===== src/rtl/regfile_op_sequencer.sv =====
// regfile_op_sequencer
// Multi-cycle controller for an 8-register file (R1-R4, T1-T4). It accepts one
// command over a valid/ready handshake and expands it into per-cycle control
// words. The commands are clear, load-immediate, repeated increment/decrement,
// move and swap. Completion is signalled with a one-cycle done pulse.
//
// Ports:
//   clk, rst                 clock, synchronous active-high reset
//   cmd_valid / cmd_ready    command handshake (accept on valid && ready)
//   cmd_op/dst/src/imm/cnt   command fields
//   busy, done, err          status (done/err are one-cycle pulses)
//   rf_funsel, rf_rsel,      register-file control word, all registered
//   rf_tsel, rf_o1sel,
//   rf_o2sel, rf_i
//   rf_o1, rf_o2             register-file read data
//
// Register code: 000-011 = T1-T4, 100-111 = R1-R4.
module regfile_op_sequencer #(
  parameter int DW = 8,
  parameter int CW = 4
) (
  input  logic          clk,
  input  logic          rst,
  input  logic          cmd_valid,
  output logic          cmd_ready,
  input  logic [2:0]    cmd_op,
  input  logic [2:0]    cmd_dst,
  input  logic [2:0]    cmd_src,
  input  logic [DW-1:0] cmd_imm,
  input  logic [CW-1:0] cmd_cnt,
  output logic          busy,
  output logic          done,
  output logic          err,
  output logic [1:0]    rf_funsel,
  output logic [3:0]    rf_rsel,
  output logic [3:0]    rf_tsel,
  output logic [2:0]    rf_o1sel,
  output logic [2:0]    rf_o2sel,
  output logic [DW-1:0] rf_i,
  input  logic [DW-1:0] rf_o1,
  input  logic [DW-1:0] rf_o2
);

  localparam logic [2:0] OP_NOP  = 3'b000;
  localparam logic [2:0] OP_CLR  = 3'b001;
  localparam logic [2:0] OP_LDI  = 3'b010;
  localparam logic [2:0] OP_INC  = 3'b011;
  localparam logic [2:0] OP_DEC  = 3'b100;
  localparam logic [2:0] OP_MOV  = 3'b101;
  localparam logic [2:0] OP_SWAP = 3'b110;
  localparam logic [2:0] OP_ILL  = 3'b111;

  typedef enum logic [2:0] {
    ST_IDLE = 3'd0,
    ST_EXEC = 3'd1,
    ST_READ = 3'd2,
    ST_WR1  = 3'd3,
    ST_WR2  = 3'd4,
    ST_DONE = 3'd5
  } state_t;

  state_t        state_q, state_d;
  logic [2:0]    op_q, op_d;
  logic [2:0]    dst_q, dst_d;
  logic [2:0]    src_q, src_d;
  logic [DW-1:0] imm_q, imm_d;
  logic [CW-1:0] cnt_q, cnt_d;
  logic [DW-1:0] a_q, a_d;
  logic [DW-1:0] b_q, b_d;
  logic          ready_q, ready_d;
  logic          busy_q, busy_d;
  logic          done_q, done_d;
  logic          err_q, err_d;
  logic [1:0]    funsel_q, funsel_d;
  logic [3:0]    rsel_q, rsel_d;
  logic [3:0]    tsel_q, tsel_d;
  logic [2:0]    o1sel_q, o1sel_d;
  logic [2:0]    o2sel_q, o2sel_d;
  logic [DW-1:0] rfi_q, rfi_d;

  // R-bank enable for a register code: R1 (100) maps to bit 3, R4 (111) to bit 0.
  function automatic logic [3:0] r_enable(input logic [2:0] code);
    logic [3:0] en;
    if (code[2]) en = 4'b1000 >> code[1:0];
    else         en = 4'b0000;
    return en;
  endfunction

  // T-bank enable for a register code: T1 (000) maps to bit 3, T4 (011) to bit 0.
  function automatic logic [3:0] t_enable(input logic [2:0] code);
    logic [3:0] en;
    if (!code[2]) en = 4'b1000 >> code[1:0];
    else          en = 4'b0000;
    return en;
  endfunction

  // Next state, command latches and read-data capture.
  always_comb begin
    state_d = state_q;
    op_d    = op_q;
    dst_d   = dst_q;
    src_d   = src_q;
    imm_d   = imm_q;
    cnt_d   = cnt_q;
    a_d     = a_q;
    b_d     = b_q;
    case (state_q)
      ST_IDLE: begin
        if (cmd_valid && ready_q) begin
          op_d  = cmd_op;
          dst_d = cmd_dst;
          src_d = cmd_src;
          imm_d = cmd_imm;
          case (cmd_op)
            OP_CLR, OP_LDI: begin
              cnt_d   = CW'(1);
              state_d = ST_EXEC;
            end
            OP_INC, OP_DEC: begin
              cnt_d = cmd_cnt;
              // A zero repeat count issues no writes at all.
              if (cmd_cnt == {CW{1'b0}}) state_d = ST_DONE;
              else                       state_d = ST_EXEC;
            end
            OP_MOV, OP_SWAP: state_d = ST_READ;
            OP_NOP:          state_d = ST_DONE;
            default:         state_d = ST_DONE;
          endcase
        end else begin
          state_d = ST_IDLE;
        end
      end
      ST_EXEC: begin
        cnt_d = cnt_q - CW'(1);
        if (cnt_q <= CW'(1)) state_d = ST_DONE;
        else                 state_d = ST_EXEC;
      end
      ST_READ: begin
        // O1 carries src and O2 carries dst during this cycle.
        a_d     = rf_o1;
        b_d     = rf_o2;
        state_d = ST_WR1;
      end
      ST_WR1: begin
        if (op_q == OP_SWAP) state_d = ST_WR2;
        else                 state_d = ST_DONE;
      end
      ST_WR2:  state_d = ST_DONE;
      ST_DONE: state_d = ST_IDLE;
      default: state_d = ST_IDLE;
    endcase
  end

  // Moore outputs for the upcoming state, computed from the next-cycle latches.
  always_comb begin
    ready_d  = (state_d == ST_IDLE);
    busy_d   = (state_d != ST_IDLE);
    done_d   = 1'b0;
    err_d    = 1'b0;
    funsel_d = 2'b00;
    rsel_d   = 4'b0000;
    tsel_d   = 4'b0000;
    o1sel_d  = o1sel_q;
    o2sel_d  = o2sel_q;
    rfi_d    = {DW{1'b0}};
    case (state_d)
      ST_EXEC: begin
        rsel_d = r_enable(dst_d);
        tsel_d = t_enable(dst_d);
        case (op_d)
          OP_CLR:  funsel_d = 2'b00;
          OP_LDI: begin
            funsel_d = 2'b01;
            rfi_d    = imm_d;
          end
          OP_INC:  funsel_d = 2'b11;
          OP_DEC:  funsel_d = 2'b10;
          default: funsel_d = 2'b00;
        endcase
      end
      ST_READ: begin
        o1sel_d = src_d;
        o2sel_d = dst_d;
      end
      ST_WR1: begin
        funsel_d = 2'b01;
        rfi_d    = a_d;
        rsel_d   = r_enable(dst_d);
        tsel_d   = t_enable(dst_d);
      end
      ST_WR2: begin
        funsel_d = 2'b01;
        rfi_d    = b_d;
        rsel_d   = r_enable(src_d);
        tsel_d   = t_enable(src_d);
      end
      ST_DONE: begin
        done_d = 1'b1;
        err_d  = (op_d == OP_ILL);
      end
      default: begin
        done_d = 1'b0;
      end
    endcase
  end

  // State, latches and registered outputs; reset aborts any operation in flight.
  always_ff @(posedge clk) begin
    if (rst) begin
      state_q  <= ST_IDLE;
      op_q     <= 3'b000;
      dst_q    <= 3'b000;
      src_q    <= 3'b000;
      imm_q    <= {DW{1'b0}};
      cnt_q    <= {CW{1'b0}};
      a_q      <= {DW{1'b0}};
      b_q      <= {DW{1'b0}};
      ready_q  <= 1'b1;
      busy_q   <= 1'b0;
      done_q   <= 1'b0;
      err_q    <= 1'b0;
      funsel_q <= 2'b00;
      rsel_q   <= 4'b0000;
      tsel_q   <= 4'b0000;
      o1sel_q  <= 3'b000;
      o2sel_q  <= 3'b000;
      rfi_q    <= {DW{1'b0}};
    end else begin
      state_q  <= state_d;
      op_q     <= op_d;
      dst_q    <= dst_d;
      src_q    <= src_d;
      imm_q    <= imm_d;
      cnt_q    <= cnt_d;
      a_q      <= a_d;
      b_q      <= b_d;
      ready_q  <= ready_d;
      busy_q   <= busy_d;
      done_q   <= done_d;
      err_q    <= err_d;
      funsel_q <= funsel_d;
      rsel_q   <= rsel_d;
      tsel_q   <= tsel_d;
      o1sel_q  <= o1sel_d;
      o2sel_q  <= o2sel_d;
      rfi_q    <= rfi_d;
    end
  end

  // Ready is held low for as long as reset is asserted.
  assign cmd_ready = ready_q & ~rst;
  assign busy      = busy_q;
  assign done      = done_q;
  assign err       = err_q;
  assign rf_funsel = funsel_q;
  assign rf_rsel   = rsel_q;
  assign rf_tsel   = tsel_q;
  assign rf_o1sel  = o1sel_q;
  assign rf_o2sel  = o2sel_q;
  assign rf_i      = rfi_q;

endmodule


===== config.mk =====
export PLATFORM = sky130hd
export DESIGN_NAME = regfile_op_sequencer
export DESIGN_NICKNAME = d
export VERILOG_FILES = /design/src/rtl/regfile_op_sequencer.sv
export SDC_FILE = /design/constraint.sdc
export NUM_CORES = 1
export LEC_CHECK = 0
export ABC_AREA = 1
export BUFFER_PORTS_ARGS = -buffer_cell sky130_fd_sc_hd__buf_2
export CAP_MARGIN = 40
export CORE_MARGIN = 10
export CORE_UTILIZATION = 53
export DETAILED_ROUTE_END_ITERATION = 10
export GPL_TIMING_DRIVEN = 0
export MAX_ROUTING_LAYER = met4
export PLACE_DENSITY = 0.79
export SLEW_MARGIN = 30
export SYNTH_ARGS = -nofsm -noshare
export SYNTH_HDL_FRONTEND = slang
export SYNTH_SLANG_ARGS = --single-unit

===== constraint.sdc =====
create_clock -name clk -period 2 [get_ports clk]
set_input_delay 0.1 -clock clk [delete_from_list [all_inputs] [get_ports clk]]
set_output_delay 0.1 -clock clk [all_outputs]
set_load 0.02 [all_outputs]

======== Word level (Yosys, flattened, before mapping) ========
Index checks and enable logic that the tools add are counted.
word-level totals
  bits in registers ....................... 68
  latch bits .............................. 0
  bits in writable memories ............... 0
  bits in read-only memories .............. 0
  input port bits ......................... 40
  output and inout bits ................... 28
  word-level logic and storage cells ...... 90
  memories ................................ 0
operators by class
  add/sub/neg operators ................... 1
  $mul .................................... 0
  div/mod/pow operators ................... 0
  $lt $le $gt $ge ......................... 1
  equality and inequality tests ........... 22
  shifts and indexed selects .............. 2
  muxes and demuxes ....................... 30
  bitwise gates (word level) .............. 3
  reductions and logical operators ........ 13
operators by type and width
  cell                                                            count
  two-way mux 8 bit                                               5
  one-hot mux 4 bit (2 select lines)                              4
  equality test 3 bit, second input constant                      9
  two-way mux 3 bit                                               9
  equality test 3 x 2 -> 1 bit, second input constant             8
  one-hot mux 8 bit (3 select lines)                              1
  two-way mux 4 bit                                               5
  one-hot mux 3 bit (5 select lines)                              1
  OR reduction 2 bit                                              6
  equality test 3 x 1 -> 1 bit, second input constant             3
  one-hot mux 3 bit (3 select lines)                              1
  >> shifter 4 x 2 -> 4 bit, first input constant                 2
  zero test 3 bit                                                 2
  one-hot mux 2 bit (3 select lines)                              1
  less-or-equal comparator 4 x 1 -> 1 bit, second input constant  1
  zero test 4 bit                                                 1
  one-hot mux 2 bit (2 select lines)                              1
  subtractor 4 x 1 -> 4 bit, second input constant                1
  != test 3 x 1 -> 1 bit, second input constant                   1
  AND reduction 3 bit                                             1
  nonzero test 3 bit                                              1
  two-way mux 1 bit                                               2
  != test 2 bit, second input constant                            1
  NOT 1 bit                                                       2
  other kinds (3)                                                 3

======== Depth between registers and ports, before layout ========
  depth after elaboration ................. 8
  depth in mapped cells ................... 12
  mapped depth without buffers ............ 11

======== Least setup slack after synthesis ========
OpenSTA, ideal clock, no wires.
  path kind ............................... register -> register
  start ................................... reg cnt_q[0]
  end ..................................... reg rfi_q[2], in the netlist rf_i[2]
  setup time .............................. 0.128 ns
  arrival ................................. 1.437 ns
  setup slack ............................. 0.436 ns
  stages on the path, launching flop included .. 12
  buffers on the path ..................... 1
  cell sequence ........................... dfxtp_1 inv_1 ha_1 o21ai_0 nor2_1 nor2_1 nand3_1 buf_4 nand3_1 nand2_1 nor2_1 nor2_1
on the way
  cells in the longest elaborated chain, start to end .. 5
  elaborated cells between the ends (all ways) .. 7
  classes of those cells .................. 1 x order compare; 3 x eq/ne; 3 x mux
RTL lines
  element                                            RTL line  source
  from (decl)                                        67        logic [CW-1:0] cnt_q, cnt_d;
  from (signal assigned)                             215       cnt_q <= {CW{1'b0}};
  from (signal assigned)                             234       cnt_q <= cnt_d;
  less-or-equal comparator 4 x 1 -> 1 bit *          135       if (cnt_q <= CW'(1)) state_d = ST_DONE;
  two-way mux 3 bit *                                135
  one-hot mux 3 bit (5 select lines) *               107       case (state_q)
  equality test 3 bit, or another cell as far along  166       case (state_d)
  one-hot mux 8 bit (3 select lines) *               166
  to (signal assigned)                               227       rfi_q <= {DW{1'b0}};
  to (signal assigned)                               246       rfi_q <= rfi_d;
  to (decl)                                          79        logic [DW-1:0] rfi_q, rfi_d;
Mark *: on every way between the ends. The rest lies on a longest branch, timed or not.
A chain may end at the register's enable or synchronous reset.

======== Worst setup path after layout ========
  start ................................... reg state_q[0]
  end ..................................... reg rfi_q[7], in the netlist rf_i[7]
on the way
  cells in the longest elaborated chain, start to end .. 5
  elaborated cells between the ends (all ways) .. 16
  classes of those cells .................. 8 x eq/ne; 7 x mux; 1 x reduce/logical
RTL lines
  element                                                                     RTL line  source
  from (decl)                                                                 62        state_t state_q, state_d;
  from (signal assigned)                                                      229       state_q <= state_d;
  branches (longest 4 deep; another with one-hot mux 3 bit (5 select lines))  --
  one-hot mux 8 bit (3 select lines) *                                        166
Mark *: on every way between the ends.

==> metrics.md <==
| Metric | Value |
|---|---|
| Max incr delay on CP | 430 ps |
| Worst rel slew slack | ~66% |
| FILL cells | 453 |
| Core area | about 5200 µm² |
| Syn_nets | 461 |
| Last element of the critical path | rf_i[7]$_SDFF_PP0_ |
| Syn Area/Cell | between 6 and 7 µm² |
| CTS tree | done |
| Worst-path cell chain | inv_1 > nand3_1 > inv_1 > buf_2 > or2_2 > o21a_1 > nand3_1 > nand2_1 > nor2_1 > nor2_1 |
| Setup TNS Final | 0 ps |
| CP required | between 2000 and 2500 ps |
| TritonCTS Buffers | 9 |
| Ant. Diodes | 0 |
| Crit path DAT | 2020 ps |
| Cell variety after synth | 30 |
| Area growth from synthesis to final layout | 23.12% |
| Top-count cell post-synth | nand2_1 |
| Setup Crit Path Kind | reg2reg |
| DR DRC count | 0 |
| Final ANT Viol Nets | 0 |
| P per Cell Area | 1570 nW/µm² |
| Max Cap Violations | 0 |
| Largest family of logic cells by synthesized area | simple AND/OR/NAND/NOR gates |
| Placed Cells | 555 |
| Hold Slack | 21.22 ps |
| Pins Over Slew Limit | 0 |
| CTS Buffer Depth | 2 |
| Worst path bufs/invs | 3 |
| Worst setup EP type | register |
| CP max-delay cell | dfxtp_1 |
| Delay-heaviest family, CP | simple AND/OR/NAND/NOR gates |
| Routability cong. | 0.9120 |
| Register area share after synthesis | 41.10% |
| Share of cells above drive strength 1 | 24.75% |
| Port buffer count | 66 |
| DP Area | 3341 µm² |
| R2R Path Start | state_q[0]$_SDFF_PP0_ |
| Post-synthesis mux area share | 0% |
| Total Routing Usage GR | 17.21% |
| Clock Latency Late Sink | 350 ps |
| Die width | 94.26 µm |
| Fin crit share | 90.04% |
| Clk_skew | 7.935 ps |
| Total wire length | 7.433 mm |
| Type of the most critical hold path | in2reg |
| Top FF cell, synth | dfxtp_1 |
| Status | complete, no violations |
| Minimum clock period | 1801 ps |
| Area share of and/or/nand/nor cells after synthesis | 35.49% |
| Nets | 538 |
| WP depth | 10 |
| Starting Density | between 50% and 60% |
| Setup Viol. Count Final | 0 |
| Initial DRC count | 100 |
| Full die area | 8885 µm² |
| Via count | 2,856 |
| Routed len/inst | 13.02 µm |
| Synthesized cell area | ~2900 µm² |
| CTS Sinks | 60 |
| Drt via density | 5.002 |
| Number of core rows | 26 |
| Adder-cell share of the synthesized area | 0.8562% |
| Top post-synthesis cells by area | dfxtp_1 41%, nand2_1 13%, nor2_1 10% |
| Compound-Gate Fraction of Synth Area | 11.94% |
| Die Span Y | 94.26 µm |
| Hold Buf Count CTS | 0 |
| R2r endpoint | rf_i[7]$_SDFF_PP0_ |
| Synthesized instance count | 419 |
| Post-Synth XOR/XNOR Area | less than 1% |
| CP max FO | 10 |
| Post-route insts no fill | 571 |
| EDFF count, synth | 0 |
| CP startpoint | state_q[0]$_SDFF_PP0_ |
| FF-to-FF path depth | 10 |
| CTS root buffer | clkbuf_8 |
| Fin area | approximately 3600 µm² |
| Leakage | approximately 0.0019 µW |
| Hpwl dp | 5.614 mm |
| Top cell type's share of synthesized area | 41.10% |
| Max VDD drop | 833.2 µV |
| Yosys top cell by area | dfxtp_1 |
| H-tree levels | 3 |
| Async SR Flop Fraction | 0% |
| Vias in the first global route | around 2,800 |
| FF-to-FF setup slack | 200 ps |
| Synth Warn # | 0 |
| Clock Pin Slew Worst Setup and Hold Paths | about 70 ps |
| Grt ovf | 0 |
| Total Power | between 5000 and 6000 µW |
| I/O pin count | just under 70 |
| Commonest cells post-synth | 98 x nand2_1, 78 x nor2_1, 60 x dfxtp_1 |
| 1st-pass router iterations | 4 |
| Hold Vio Cnt, Final | 0 |
| RSZ-0062 raised after global routing | false |
| Fmax | 555.3 MHz |
| Pin count of the biggest net entering global routing | 11 |
| FF+latch count, synth | 60 |
| Antenna violations before repair | 0 |
| Global-route wire length before repair | about 12 mm |
| CP Launch Type | register |
| Worst-Margin Slew | between 500 and 600 ps |
==> kinds of logic (layout without fill, tap and decap cells) <==
logic type | after synthesis | in the layout
AND/OR/NAND/NOR | 234 | 234
buffers and inverters | 61 | 143
AO/OA/AOI/OAI | 60 | 60
flip-flops | 60 | 60
adder cells (fa/ha/maj) | 2 | 2
XOR/XNOR | 2 | 2
==> per-stage QoR <==
stage | util [%] | setup WS [ps]
2_1_floorplan | - | 435.8
3_3_place_gp | 63.78 | 161.7
3_5_place_dp | 63.78 | 130.8
4_1_cts | 68.56 | 83.92
5_1_grt | 68.71 | 27.18
6_report | 68.71 | 199.2
==> routing by layer <==
metal,routed length [µm],track usage [%]
met1,3340,18.74
met2,3727,29.69
met3,272,3.597
met4,93,6.962
met5,0,-
==> power breakdown <==
group / switching (µW) / internal (µW)
combinational: 1740 / 938
clock: 490 / 894
sequential: 125 / 1460
==> flip-flops by register name, indices dropped and copies added (netlist names), 4 cells and up <==
name     flops
rf_i         8
b_q          8
rf_rsel      4
rf_tsel      4
imm_q        8
cnt_q        4
==> area by class of cell <==
class                           count  area (µm²)  area share, %
Multi-Input combinational cell    298        1436          39.92
Clock inverter                      4       95.09          2.643
Buffer                             20       138.9          3.860
Tap cell                           70       87.58          2.434
Inverter                           41       153.9          4.277
Clock buffer                       12       155.1          4.312
Timing Repair Buffer               66       330.3          9.179
Sequential cell                    60        1201          33.38
==> worst min-delay path by stage <==
stage                     slack (ps)        from             endpoint  depth (start not counted)
after global placement           380  cmd_imm[6]  imm_q[6]$_SDFF_PP0_                          3
after detailed placement         380  cmd_imm[6]  imm_q[6]$_SDFF_PP0_                          3
after floorplan                  260  cmd_imm[0]  imm_q[0]$_SDFF_PP0_                          2
after global routing              50  cmd_imm[5]  imm_q[5]$_SDFF_PP0_                          3
final                             20  cmd_imm[6]  imm_q[6]$_SDFF_PP0_                          3
after CTS                         20  cmd_imm[6]  imm_q[6]$_SDFF_PP0_                          3
==> worst register-to-register path, delay by kind of cell (launching register included) <==
family | cells | cell delay (ps)
AOI/OAI and AO/OA | 1 | 120
buffers and inverters | 3 | 420
DFF | 1 | 430
and+or+nand+nor | 6 | 700
==> layout by cell type (no fill, tap or decap), drive strengths merged, types with 8 or more instances in the layout <==
cell type | netlist | final
a21oi | 26 | 26
buf | 12 | 78
clkbuf | 8 | 20
dfxtp | 60 | 60
inv | 41 | 41
nand2 | 104 | 104
nand3 | 23 | 23
nand4 | 11 | 11
nor2 | 83 | 83
o21a | 9 | 9
o21ai | 24 | 24
or2 | 8 | 8
==> timing repair <==
item / CTS / global route
gates resized for setup: 0 / 3
buffers inserted: 0 / 0
endpoints found under the setup margin: 0 / 10
(Power assumes the default switching activity.)
